[src/rtl/lsu_axi_ld_engine.sv]
// Pitched multi-burst AXI read engine: streams one load command as a train of
// INCR bursts into the IRAM/WRAM write port with up to MAX_OUT bursts in flight.
module lsu_axi_ld_engine #(
    parameter int DATA_W  = 64,
    parameter int ADDR_W  = 31,
    parameter int SRAM_AW = 12,
    parameter int ID_W    = 8,
    parameter int MAX_OUT = 4
) (
    input  logic                clk,
    input  logic                rst,
    input  logic                cmd_vld,
    output logic                cmd_rdy,
    input  logic                cmd_tgt_wram,
    input  logic [ADDR_W-1:0]   cmd_dram_addr,
    input  logic [ADDR_W-1:0]   cmd_pitch,
    input  logic [7:0]          cmd_num,
    input  logic [7:0]          cmd_len,
    input  logic [SRAM_AW-1:0]  cmd_sram_addr,
    output logic                lsu_axi_arvld,
    input  logic                axi_lsu_arrdy,
    output logic [ADDR_W-1:0]   lsu_axi_araddr,
    output logic [7:0]          lsu_axi_arlen,
    output logic [2:0]          lsu_axi_arsize,
    output logic [1:0]          lsu_axi_arburst,
    output logic [ID_W-1:0]     lsu_axi_arid,
    input  logic                axi_lsu_rvld,
    output logic                lsu_axi_rrdy,
    input  logic [DATA_W-1:0]   axi_lsu_rdata,
    input  logic [1:0]          axi_lsu_rresp,
    input  logic                axi_lsu_rlast,
    output logic                sram_iram_wen,
    output logic                sram_wram_wen,
    output logic [SRAM_AW-1:0]  sram_waddr,
    output logic [DATA_W-1:0]   sram_wdata,
    output logic                ld_done,
    output logic                ld_err
);

    localparam logic [1:0] IDLE  = 2'd0;
    localparam logic [1:0] ISSUE = 2'd1;
    localparam logic [1:0] DRAIN = 2'd2;
    localparam logic [1:0] DONE  = 2'd3;

    localparam logic [3:0] MAX_OUT_C = 4'(MAX_OUT);

    logic [1:0]         state;
    logic [1:0]         state_nxt;
    logic               tgt_wram;
    logic [ADDR_W-1:0]  pitch;
    logic [ADDR_W-1:0]  araddr_q;
    logic [7:0]         num;
    logic [7:0]         len;
    logic [8:0]         issued_cnt;
    logic [8:0]         rcv_burst_cnt;
    logic [8:0]         rcv_nxt;
    logic [3:0]         outstanding;
    logic [SRAM_AW-1:0] sram_addr_q;
    logic               err_q;
    logic               cmd_acc;
    logic               ar_hs;
    logic               r_hs;
    logic               r_last_hs;

    assign cmd_rdy   = (state == IDLE);
    assign cmd_acc   = cmd_vld & cmd_rdy;

    assign lsu_axi_arvld   = (state == ISSUE) && (issued_cnt <= {1'b0, num}) &&
                             (outstanding < MAX_OUT_C);
    assign ar_hs           = lsu_axi_arvld & axi_lsu_arrdy;
    assign lsu_axi_araddr  = araddr_q;
    assign lsu_axi_arlen   = len;
    assign lsu_axi_arsize  = 3'($clog2(DATA_W / 8));
    assign lsu_axi_arburst = 2'b01;
    assign lsu_axi_arid    = ID_W'(issued_cnt);

    // No SRAM backpressure: R is accepted whenever a burst is in flight.
    assign lsu_axi_rrdy = ((state == ISSUE) || (state == DRAIN)) && (outstanding != 4'd0);
    assign r_hs         = axi_lsu_rvld & lsu_axi_rrdy;
    assign r_last_hs    = r_hs & axi_lsu_rlast;
    assign rcv_nxt      = rcv_burst_cnt + {8'd0, r_last_hs};

    assign sram_iram_wen = r_hs & ~tgt_wram;
    assign sram_wram_wen = r_hs & tgt_wram;
    assign sram_waddr    = sram_addr_q;
    assign sram_wdata    = r_hs ? axi_lsu_rdata : '0;

    assign ld_done = (state == DONE);
    assign ld_err  = err_q;

    always_comb begin
        // NOTE: default assignment first so no path through the case leaves state_nxt unassigned (no latch).
        state_nxt = state;
        case (state)
            IDLE:    if (cmd_acc) state_nxt = ISSUE;
            ISSUE:   if (ar_hs && (issued_cnt == {1'b0, num})) state_nxt = DRAIN;
            // Look at the incoming rlast so ld_done follows the final beat by one cycle.
            DRAIN:   if (rcv_nxt == ({1'b0, num} + 9'd1)) state_nxt = DONE;
            DONE:    state_nxt = IDLE;
            default: state_nxt = IDLE;
        endcase
    end

    always_ff @(posedge clk) begin
        // NOTE: non-blocking assignments for all registered state so every flop samples pre-edge values.
        if (rst) begin
            state         <= IDLE;
            tgt_wram      <= 1'b0;
            pitch         <= '0;
            araddr_q      <= '0;
            num           <= '0;
            len           <= '0;
            issued_cnt    <= '0;
            rcv_burst_cnt <= '0;
            outstanding   <= '0;
            sram_addr_q   <= '0;
            err_q         <= 1'b0;
        end else begin
            state <= state_nxt;
            if (cmd_acc) begin
                tgt_wram      <= cmd_tgt_wram;
                pitch         <= cmd_pitch;
                araddr_q      <= cmd_dram_addr;
                num           <= cmd_num;
                len           <= cmd_len;
                issued_cnt    <= '0;
                rcv_burst_cnt <= '0;
                outstanding   <= '0;
                sram_addr_q   <= cmd_sram_addr;
                err_q         <= 1'b0;
            end else begin
                // Running sum replaces base + index*pitch.
                if (ar_hs) begin
                    araddr_q   <= araddr_q + pitch;
                    issued_cnt <= issued_cnt + 9'd1;
                end
                outstanding   <= outstanding + {3'd0, ar_hs} - {3'd0, r_last_hs};
                rcv_burst_cnt <= rcv_nxt;
                if (r_hs) begin
                    sram_addr_q <= sram_addr_q + 1'b1;
                    if (axi_lsu_rresp != 2'b00) err_q <= 1'b1;
                end
            end
        end
    end

endmodule

[config.mk]
export PLATFORM = sky130hd
export DESIGN_NAME = lsu_axi_ld_engine
export DESIGN_NICKNAME = d
export VERILOG_FILES = /design/src/rtl/lsu_axi_ld_engine.sv
export SDC_FILE = /design/constraint.sdc
export NUM_CORES = 1
export LEC_CHECK = 0
export ABC_AREA = 1
export BUFFER_PORTS_ARGS = -buffer_cell sky130_fd_sc_hd__clkbuf_2
export CAP_MARGIN = 10
export CORE_MARGIN = 2
export CORE_UTILIZATION = 46
export DETAILED_ROUTE_END_ITERATION = 8
export GPL_ROUTABILITY_DRIVEN = 0
export GPL_TIMING_DRIVEN = 0
export PLACE_DENSITY = 0.86
export SLEW_MARGIN = 30
export SYNTH_ARGS = -nofsm -noshare
export SYNTH_HDL_FRONTEND = slang
export SYNTH_SLANG_ARGS = --single-unit
[constraint.sdc]
create_clock -name clk -period 2.9 [get_ports clk]
set_input_delay 0.725 -clock clk [delete_from_list [all_inputs] [get_ports clk]]
set_output_delay 0.725 -clock clk [all_outputs]
set_load 0.1 [all_outputs]
==> run summary, run 1 <==
Worst Path Max Fanout: 7
Max cap viols: 0
Largest net degree at the start of global routing: 17
DR pass1 iterations: 5
DP Area: 0.01074 mm2
Drt via density: 5.234
Root buffer cell: clkbuf_16
Synth Register Bits: 116
Initial antenna violation count: 0
Initial core utilization: 0.4660
Fin area: 0.01223 mm2
N_diodes: 0
Fill count: 1448
Die Y: 138.4 um
Slew @ Worst Pin: 0.7492 ns
Ys Warns: 0
Min-Delay Path Class: flip-flop to flip-flop
Area grow syn2layout: 47.07%
Crit path DAT: 2.20 ns
Post-synth cell types: 39
CP endpoint kind: primary output
Port Buf Inserts: 292
Critical path class: flip-flop to primary output
Commonest non-fill, non-tap cells in the layout: nand2_1, clkbuf_2, inv_1
Syn Area/Cell: 6.055 um2
Failing checks: negative setup slack
Max Freq: 342.0 MHz
Num CTS Buffers: 17
Count of final max-slew check failures: 0
Initial DRC Count: 910
Vias: 10.17k
Count of final hold-check violations: 0
Minimum clock period: 2.924 ns
Post-Syn Area: 0.008313 mm2
Global-route wire length before repair: 47.58 mm
Core Footprint: 0.01784 mm2
Hold WS: 0.4618 ns
Worst setup margin: -0.02403 ns
Tcrit/Tclk final: 1.008
Final setup violation count: 7
Area taken by multi-input logic gates: 0.005600 mm2
RSZ-0062 raised after global routing: yes
Worst VDD drop: 0.7780 mV
Row Count: 49
H-tree levels: 4
Seq/Total Area, Yosys: 0.2793
Die W: 138.4 um
Final #Nets: 1919
Clock latency on the worst-skew pair: 0.43 ns
Pre-CTS setup slack: -0.1209 ns
DP HPWL: 22.56 mm
Seq. cell area: 0.002332 mm2
DIE AREA: 0.01916 mm2
CTS Sinks: 116
Hold buffer count at cts: 0
Outcome: finished with violations
Residual DRC: 0
Total congestion overflow: 0
Pwr Density: 980.7 mW/mm2
Synthesized instance count: 1373
Clock buffer depth: 2
Nature of the critical path startpoint: flip-flop
GRT Total Usage: 0.3066
P_leak: 6.220 nW
Share of layout cells above drive strength 1: 0.2863
Rel. slew slack: 0.5005
Final Skew: 0.007971 ns
WL per Instance: 15.89 um
Final WL: 30.90 mm
Required @ worst endpoint: 2.17 ns
Vias in the first global route: 9769
Worst-path clk slew: 0.06 ns
Num ports: 298
Antenna viol nets, final: 0
CTS tree: built
Commonest non-fill, non-tap cell in the layout: nand2_1
==> state kept, by name, summed over array words and instances, names as in the netlist <==
name	cells
lsu_axi_araddr	31
pitch	31
sram_waddr	12
issued_cnt	9
rcv_burst_cnt	9
lsu_axi_arlen	8
num	8
outstanding	4
state	2
ld_err	1
tgt_wram	1
==> metal layers <==
metal | vias to the layer above | part of all wire | global-route usage
met2 | 511 | 0.49 | 0.5284
met4 | 0 | 0.050 | 0.1670
met3 | 112 | 0.080 | 0.06651
met5 | - | 0 | 0
li1 | 4966 | - | -
met1 | 4585 | 0.38 | 0.3549
==> worst max-delay path, cell delays in order (launching register included) <==
cell and delay [ns]:
dfxtp_2 0.35, inv_2 0.06, ha_4 0.26, inv_2 0.04, a21oi_4 0.15, nand2_4 0.10, clkbuf_16 0.17, buf_16 0.13
buf_4 0.20, nor2_4 0.11, buf_8 0.20
==> timing repair <==
item / CTS / global route
endpoints found under the setup margin: 71 / 51
gates resized for setup: 107 / 113
gates cloned: 1 / 1
buffers inserted: 6 / 8
pin swaps: 3 / 17
==> per-stage QoR <==
stage | total power, W | setup TNS, ns | util | instances
6_report | 0.01199 | -0.1149 | 0.6853 | 1944
5_1_grt | 0.01263 | -1.477 | 0.6853 | 1944
4_1_cts | 0.01173 | 0 | 0.6658 | 1936
3_5_place_dp | 0.009373 | -0.3100 | 0.6017 | 1897
3_3_place_gp | 0.009256 | -0.1013 | 0.6017 | 1897
2_1_floorplan | 0.007988 | -5.129 | - | 1376
==> final timing paths <==
kind | slack (ns) | end | depth (start not counted) | start
max | -0.02 | sram_wdata[55] | 10 | state[1]
min | 0.46 | ld_err | 2 | ld_err
max reg2reg | 0.02 | state[1] | 20 | state[1]
min reg2reg | 0.46 | ld_err | 2 | ld_err
==> power by group <==
group	total [W]	internal (W)	switching, W
Sequential	0.00247	0.00207	0.000400
Clock	0.00218	0.00137	0.000810
Combinational	0.00734	0.00186	0.00548
==> area by class of cell <==
cell class                 count  area share
inverter                     215     0.06601
timing repair buffer         307      0.1817
sequential                   116      0.1908
clock inverter                12     0.01259
clock buffer                  20     0.03654
buffer                        56     0.03091
tap                          229     0.02344
multi-input combinational    989      0.4581
==> cell usage after synthesis <==
library cell    n  area (um2)
o21a_1          1       7.510
nand2_2         1       6.260
o21ai_2         2       17.52
o21ai_0       108       540.5
and3_1          1       6.260
inv_1         213       799.5
a211oi_1        2       15.01
nand3_1        74       370.4
xor2_1         15       131.4
buf_6           4       45.04
mux2i_1         4       40.04
nand4_1        16       100.1
nand2_1       295        1107
buf_4          15       112.6
or2_2           9       56.30
buf_1           4       15.01
clkbuf_1       32       120.1
a21oi_1        86       430.4
nor3_1          7       35.03
o21bai_1        8       60.06
dfxtp_1       116        2322
o211a_1         1       10.01
a31oi_1         1       6.260
conb_1          2       7.510
ha_1           52       650.6
a221oi_1        1       8.760
a311oi_1        2       17.52
nand3b_1        4       30.03
a22oi_1         2       15.01
o221ai_1        1       8.760
nor2_1        275        1032
or2_0           1       6.260
xnor2_1        10       87.58
nand4_4         1       21.27
a21oi_2         1       8.760
fa_1            2       40.04
nand2_4         1       11.26
inv_2           2       7.510
buf_2           1       5.000
==> kinds of logic (layout without fill, tap and decap cells) <==
| logic type | Yosys count | count (layout) | synth area share |
|---|---|---|---|
| multiplexers | 4 | 4 | 0.004817 |
| flip-flops | 116 | 116 | 0.2794 |
| other | 2 | 5 | 0.0009034 |
| XOR/XNOR | 25 | 25 | 0.02634 |
| AND/OR/NAND/NOR | 685 | 685 | 0.3347 |
| buffers and inverters | 271 | 610 | 0.1329 |
| adder cells (fa/ha/maj) | 54 | 54 | 0.08308 |
| AO/OA/AOI/OAI | 216 | 216 | 0.1379 |
No activity file was read; power rests on OpenSTA's default activity.
==> run 2, diff against run 1 <==
==> constraint.sdc (replaced) <==
create_clock -name clk -period 2.9 [get_ports clk]
set_input_delay 0.145 -clock clk [delete_from_list [all_inputs] [get_ports clk]]
set_output_delay 0.145 -clock clk [all_outputs]
set_load 0.1 [all_outputs]
==> run 2 against run 1 <==
The flow finishes with violations (negative hold slack). Clock power rose by 3%. Global-route usage rose by 0.26 points. Sequential power barely moved. Design area fell by 6.4%. Core utilization fell by 4.4 points. Register-to-register slack improved by 0.098 ns. Combinational power fell by 3.0%. Clock skew rose by 0.0033 ns. Critical path type is now flip-flop to flip-flop. Largest power group unchanged. Highest routed layer unchanged.
==> run summary, run 2 (synthesis results as in run 1) <==
Antenna viol nets, final: 0 (unchanged)
GRT Total Usage: 0.3092 (+0.002552)
Share of layout cells above drive strength 1: 0.2557 (-0.03056)
Clock latency on the worst-skew pair: 0.43 ns (about the same)
Worst VDD drop: 0.9251 mV (+19%)
Vias: 10.38k (+2.1%)
Worst Hold Depth: 3 (+1)
Min-Delay Path Class: input port to flip-flop
Layout Utilization: 0.6413 (-0.04397)
Root buffer cell: clkbuf_16
Row Count: 49 (unchanged)
CP startpoint: num[7]
Worst reg-to-reg path cell count: 16 (-20%)
Final Skew: 0.01123 ns (+0.003263 ns)
Worst path depth: 16 (+6)
Tcrit/Tclk final: 0.9593 (-0.04897)
N_diodes: 0 (unchanged)
Residual DRC: 0 (unchanged)
Total congestion overflow: 0 (unchanged)
Global-route wire length before repair: 47.80 mm (+0.46%)
Max Freq: 359.5 MHz (+5.1%)
Vias in the first global route: 9774 (+0.051%)
H-tree levels: 4 (unchanged)
Pre-CTS setup slack: -0.2135 ns (-0.09262 ns)
Cell with the largest stage delay on the worst path: fa_1
WL per Instance: 15.65 um (-1.5%)
DR pass1 iterations: 6 (+1)
Initial antenna violation count: 0 (unchanged)
Clock buffer depth: 2 (unchanged)
Initial core utilization: 0.4660 (unchanged)
DP HPWL: 22.55 mm (about the same)
Worst Path Max Fanout: 4 (-3)
Power Total: 0.01184 W (-1.2%)
Crit path DAT: 3.08 ns (+0.88 ns)
Count of final hold-check violations: 1 (+1)
Max cap viols: 0 (unchanged)
Max incr delay on CP: 0.37 ns (+0.02 ns)
Worst-path clk slew: 0.06 ns (about the same)
Hold WS: -0.002827 ns (-0.4646 ns)
Outcome: finished with violations
CTS tree: built
Internal reg-to-reg setup slack: 0.12 ns (+0.10 ns)
Final WL: 30.89 mm (about the same)
Largest delay share family, worst path: adder cells
Initial DRC Count: 1056 (+16%)
Num CTS Buffers: 17 (unchanged)
Die Y: 138.4 um (unchanged)
Pwr Density: 1035 mW/mm2 (+5.6%)
Num ports: 298 (unchanged)
Drt via density: 5.263 (+0.55%)
Count of final max-slew check failures: 0 (unchanged)
Port Buf Inserts: 292 (unchanged)
Die W: 138.4 um (unchanged)
DIE AREA: 0.01916 mm2 (unchanged)
Worst path cell trace: inv_1, ha_1, inv_1, nor2_1, a21oi_2, nand3_2, o21ai_4, nand4_4, buf_8, ha_4, inv_1, ha_1, inv_1, fa_1, xor2_1, nor2_1
Largest net degree at the start of global routing: 17 (unchanged)
Worst Path Buf+Inv: 5 (-1)
Final setup violation count: 0 (-7)
Area grow syn2layout: 37.63%
Reg2reg start: num[7]
CTS Sinks: 116 (unchanged)
Nature of the critical path startpoint: flip-flop
Final #Nets: 1949 (+1.6%)
Fin Setup TNS: 0 ns (+0.1149 ns)
Fill count: 1557 (+7.5%)
Worst Setup EP: outstanding[2]
Slew @ Worst Pin: 0.7713 ns (+0.02212 ns)
Required @ worst endpoint: 3.20 ns (+1.03 ns)
Failing checks: negative hold slack
Worst setup margin: 0.1180 ns (+0.1420 ns)
Rel. slew slack: 0.4858 (-0.01475)
P_leak: 6.107 nW (-1.8%)
CP endpoint kind: flip-flop
CP dominant cell by count: inv_1
Worst r2r dst: outstanding[2]
Commonest non-fill, non-tap cells in the layout: clkbuf_2, nand2_1, nor2_1
Core Footprint: 0.01784 mm2 (unchanged)
Critical path class: flip-flop to flip-flop
Commonest non-fill, non-tap cell in the layout: clkbuf_2
Minimum clock period: 2.782 ns (-0.1420 ns)
## run 2: power breakdown
| part | leakage, nW | switching [W] | internal (W) |
|---|---|---|---|
| Sequential | 0.956 | 0.000412 | 0.00207 |
| Clock | 0.297 | 0.000779 | 0.00146 |
| Combinational | 4.85 | 0.00544 | 0.00168 |
## run 2: stage by stage
step	instances	cell area [um2]	hold slack [ns]
after floorplan	1376	8549	0.2141
after detailed placement	1897	10300	0.4015
final	1973	11440	-0.002827
after global placement	1897	10300	0.3934
after CTS	1966	11300	0.003102
after global routing	1973	11440	0.02377
## run 2: layout make-up
type / count / area (um2) / share of cell area
Multi-Input combinational cell: 989 / 5184 / 0.4531
Clock inverter: 8 / 122.6 / 0.01072
Tap cell: 229 / 286.5 / 0.02504
Clock buffer: 23 / 498.0 / 0.04353
Inverter: 215 / 807.0 / 0.07054
Sequential cell: 116 / 2335 / 0.2041
Buffer: 55 / 314.1 / 0.02745
Timing Repair Buffer: 338 / 1894 / 0.1656
## run 2: per-layer routing
layer | GRT usage | vias up | part of all wire
met2 | 0.5208 | 601 | 0.46
met3 | 0.06893 | 130 | 0.091
li1 | - | 5016 | -
met4 | 0.1488 | 0 | 0.047
met5 | 0 | - | 0
met1 | 0.3745 | 4636 | 0.40
## run 2: worst min-delay path by stage
| stage | start | to | slack, ns |
|---|---|---|---|
| 2_1_floorplan | rst | lsu_axi_araddr[30] | 0.21 |
| 3_3_place_gp | cmd_pitch[12] | pitch[12] | 0.39 |
| 3_5_place_dp | cmd_pitch[18] | pitch[18] | 0.40 |
| 4_1_cts | cmd_pitch[28] | pitch[28] | 0.003 |
| 5_1_grt | cmd_dram_addr[7] | lsu_axi_araddr[7] | 0.02 |
| 6_report | cmd_pitch[28] | pitch[28] | -0.003 |
## run 2: tightest hold or removal path, cell delays in order
cell and delay (ns):
clkbuf_2 0.08, o21ai_0 0.07, nor2_1 0.08
## run 2: what timing repair did
item,4_1_cts,5_1_grt
endpoints found under the hold margin,35,0
setup endpoints to repair,4,5
setup buffers,3,8
hold buffers,35,0
pin swaps,3,6
resized for setup,3,25
==> run 3, diff against run 2 <==
--- a/config.mk
+++ b/config.mk
@@ -8,12 +8,15 @@
 export ABC_AREA = 1
 export BUFFER_PORTS_ARGS = -buffer_cell sky130_fd_sc_hd__clkbuf_2
 export CAP_MARGIN = 10
+export CELL_PAD_IN_SITES_DETAIL_PLACEMENT = 2
+export CELL_PAD_IN_SITES_GLOBAL_PLACEMENT = 2
 export CORE_MARGIN = 2
-export CORE_UTILIZATION = 46
+export CORE_UTILIZATION = 23
 export DETAILED_ROUTE_END_ITERATION = 8
 export GPL_ROUTABILITY_DRIVEN = 0
 export GPL_TIMING_DRIVEN = 0
 export PLACE_DENSITY = 0.86
+export SETUP_SLACK_MARGIN = 0.05
 export SLEW_MARGIN = 30
 export SYNTH_ARGS = -nofsm -noshare
 export SYNTH_HDL_FRONTEND = slang
==> run 3 against run 2 <==
The flow still finishes with violations (negative hold slack). First-iteration DRC count is 75% lower. Fmax shrank 0.48%. Hold slack worse by 0.0079 ns. Non-clock buffer count is 9 higher. Sequential share of layout area is 0.84 points lower. Die area rose by 97%.
==> run summary, run 3 (synthesis results as in run 1) <==
Outcome: finished with violations
Failing checks: negative hold slack
Commonest non-fill, non-tap cell in the layout: clkbuf_2
Required @ worst endpoint: 3.24 ns (+0.04 ns)
Reg2reg start: state[1]
Root buffer cell: clkbuf_16
Worst Path Buf+Inv: 4 (-1)
DP HPWL: 32.75 mm (+45%)
Vias: 10.51k (+1.2%)
GRT Total Usage: 0.2249 (-0.08425)
Largest delay share family, worst path: simple AND/OR/NAND/NOR gates
CP endpoint kind: flip-flop
H-tree levels: 4 (unchanged)
Clock buffer depth: 2 (unchanged)
Max incr delay on CP: 0.35 ns (-0.02 ns)
Initial DRC Count: 265 (-75%)
Row Count: 69 (+41%)
Worst setup margin: 0.1045 ns (-0.01347 ns)
Final Skew: 0.01585 ns (+0.004616 ns)
Num CTS Buffers: 17 (unchanged)
Pre-CTS setup slack: -0.4170 ns (-0.2035 ns)
Clock latency on the worst-skew pair: 0.45 ns (+0.02 ns)
Commonest non-fill, non-tap cells in the layout: clkbuf_2, nand2_1, nor2_1
DR pass1 iterations: 4 (-2)
Antenna viol nets, final: 0 (unchanged)
P_leak: 6.163 nW (+0.91%)
Hold WS: -0.01071 ns (-0.007888 ns)
Final #Nets: 1958 (+0.46%)
Worst reg-to-reg path cell count: 22 (+6)
Final WL: 43.11 mm (+40%)
Rel. slew slack: 0.3546 (-0.1312)
Min-Delay Path Class: input port to flip-flop
Fin Setup TNS: 0 ns (unchanged)
Drt via density: 4.738 (-10%)
Initial core utilization: 0.2337 (-0.2322)
CTS Sinks: 116 (unchanged)
RSZ-0062 raised after global routing: yes
Residual DRC: 0 (unchanged)
WL per Instance: 19.44 um (+24%)
Worst-path clk slew: 0.07 ns (about the same)
Max Freq: 357.7 MHz (-0.48%)
Count of final hold-check violations: 1 (unchanged)
Port Buf Inserts: 292 (unchanged)
Die Y: 194.1 um (+40%)
Worst path depth: 22 (+6)
Largest net degree at the start of global routing: 17 (unchanged)
Die W: 194.1 um (+40%)
Cell with the largest stage delay on the worst path: dfxtp_4
Fill count: 4438 (+190%)
Pwr Density: 1036 mW/mm2 (about the same)
Crit path DAT: 3.14 ns (+0.06 ns)
Tcrit/Tclk final: 0.9640 (+0.004646)
CP startpoint: state[1]
Hold Crit Start: cmd_pitch[3]
Total congestion overflow: 0 (unchanged)
Worst Hold Depth: 3 (unchanged)
Share of layout cells above drive strength 1: 0.2691 (+0.01337)
Seq. cell area: 0.002344 mm2 (+0.38%)
Final setup violation count: 0 (unchanged)
Vias in the first global route: 11.90k (+22%)
Area grow syn2layout: 44.07%
Initial antenna violation count: 3 (+3)
Worst path cell trace: inv_2, ha_4, inv_2, a21oi_4, nand2_4, clkbuf_16, nor2_4, buf_6, ha_4, nand2_4, nand2_2, nand2_1, nand2_1, nand2_1, nor2_2, nand3_1, nor2_2, nand3_4, nand2_4, nand3_1, nand2_1, nor2_1
Slew @ Worst Pin: 0.9681 ns (+0.1968 ns)
Num ports: 298 (unchanged)
Core Footprint: 0.03557 mm2 (+99%)
DIE AREA: 0.03768 mm2 (+97%)
CTS tree: built
Count of final max-slew check failures: 0 (unchanged)
Global-route wire length before repair: 65.96 mm (+38%)
Worst Path Max Fanout: 4 (unchanged)
Minimum clock period: 2.795 ns (+0.01347 ns)
CP dominant cell by count: nand2_1
Critical path class: flip-flop to flip-flop
Nature of the critical path startpoint: flip-flop
Worst VDD drop: 0.8457 mV (-8.6%)
Area taken by multi-input logic gates: 0.005341 mm2 (+3.0%)
Max cap viols: 0 (unchanged)
## run 3: cell types whose count changed in the layout (fill, tap and decap cells not counted), sizes merged
| cell | previous run | this run |
|---|---|---|
| buf | 35 | 36 |
| clkbuf | 346 | 344 |
| clkinv | 2 | 5 |
| clkinvlp | 3 | 4 |
| diode | 0 | 3 |
| dlygate4sd3 | 35 | 42 |
## run 3: per-stage QoR
| stage | utilization | total power [W] | instance area (um2) | instances |
|---|---|---|---|---|
| 6_report | 0.3367 | 0.01241 | 11980 | 2218 |
| 5_1_grt | 0.3367 | 0.01311 | 11980 | 2218 |
| 4_1_cts | 0.3328 | 0.01233 | 11840 | 2211 |
| 3_5_place_dp | 0.3002 | 0.009801 | 10680 | 2129 |
| 3_3_place_gp | 0.3002 | 0.009519 | 10680 | 2129 |
| 2_1_floorplan | - | 0.007888 | 8638 | 1376 |
## run 3: path summary, 6_finish.rpt
path                                 end  slack (ns)
worst min register to register    ld_err        0.46
worst max register to register  state[0]        0.10
worst min-delay path            pitch[3]       -0.01
worst max-delay path            state[0]        0.10
## run 3: cell type report
type	count	share of cell area
well taps	461	0.04816
repair buffers	348	0.1662
clock inverters	12	0.01306
multi-input cells	989	0.4460
diodes	3	0.0006268
inverters	215	0.06738
clock buffers	20	0.03730
plain buffers	54	0.02560
flip-flops and latches	116	0.1957
## run 3: timing repair
item                                    in CTS  in global routing
endpoints found under the setup margin       5                  7
hold buffers                                42                  0
setup buffers                                9                  5
gates resized for setup                     28                 26
pin swaps                                   13                 11
endpoints found under the hold margin       44                  0
## run 3: power breakdown
part           switching [W]  internal, W
clock               0.000901      0.00137
combinational        0.00586      0.00174
sequential          0.000452      0.00208
## run 3: routing by layer
metal	track usage	up-vias	part of all wire
met3	0.03775	84	0.036
met2	0.4351	226	0.54
met1	0.2405	5172	0.39
met4	0.08754	0	0.035
met5	0	-	0
li1	-	5027	-
## run 3: worst register-to-register path, cell delays in order, from the launching register on
cell and delay [ns]:
dfxtp_4 0.35, inv_2 0.05, ha_4 0.25, inv_2 0.04, a21oi_4 0.14, nand2_4 0.07, clkbuf_16 0.15, nor2_4 0.19
buf_6 0.13, ha_4 0.16, nand2_4 0.09, nand2_2 0.09, nand2_1 0.07, nand2_1 0.07, nand2_1 0.06, nor2_2 0.11
nand3_1 0.10, nor2_2 0.15, nand3_4 0.11, nand2_4 0.10, nand3_1 0.08, nand2_1 0.08, nor2_1 0.04
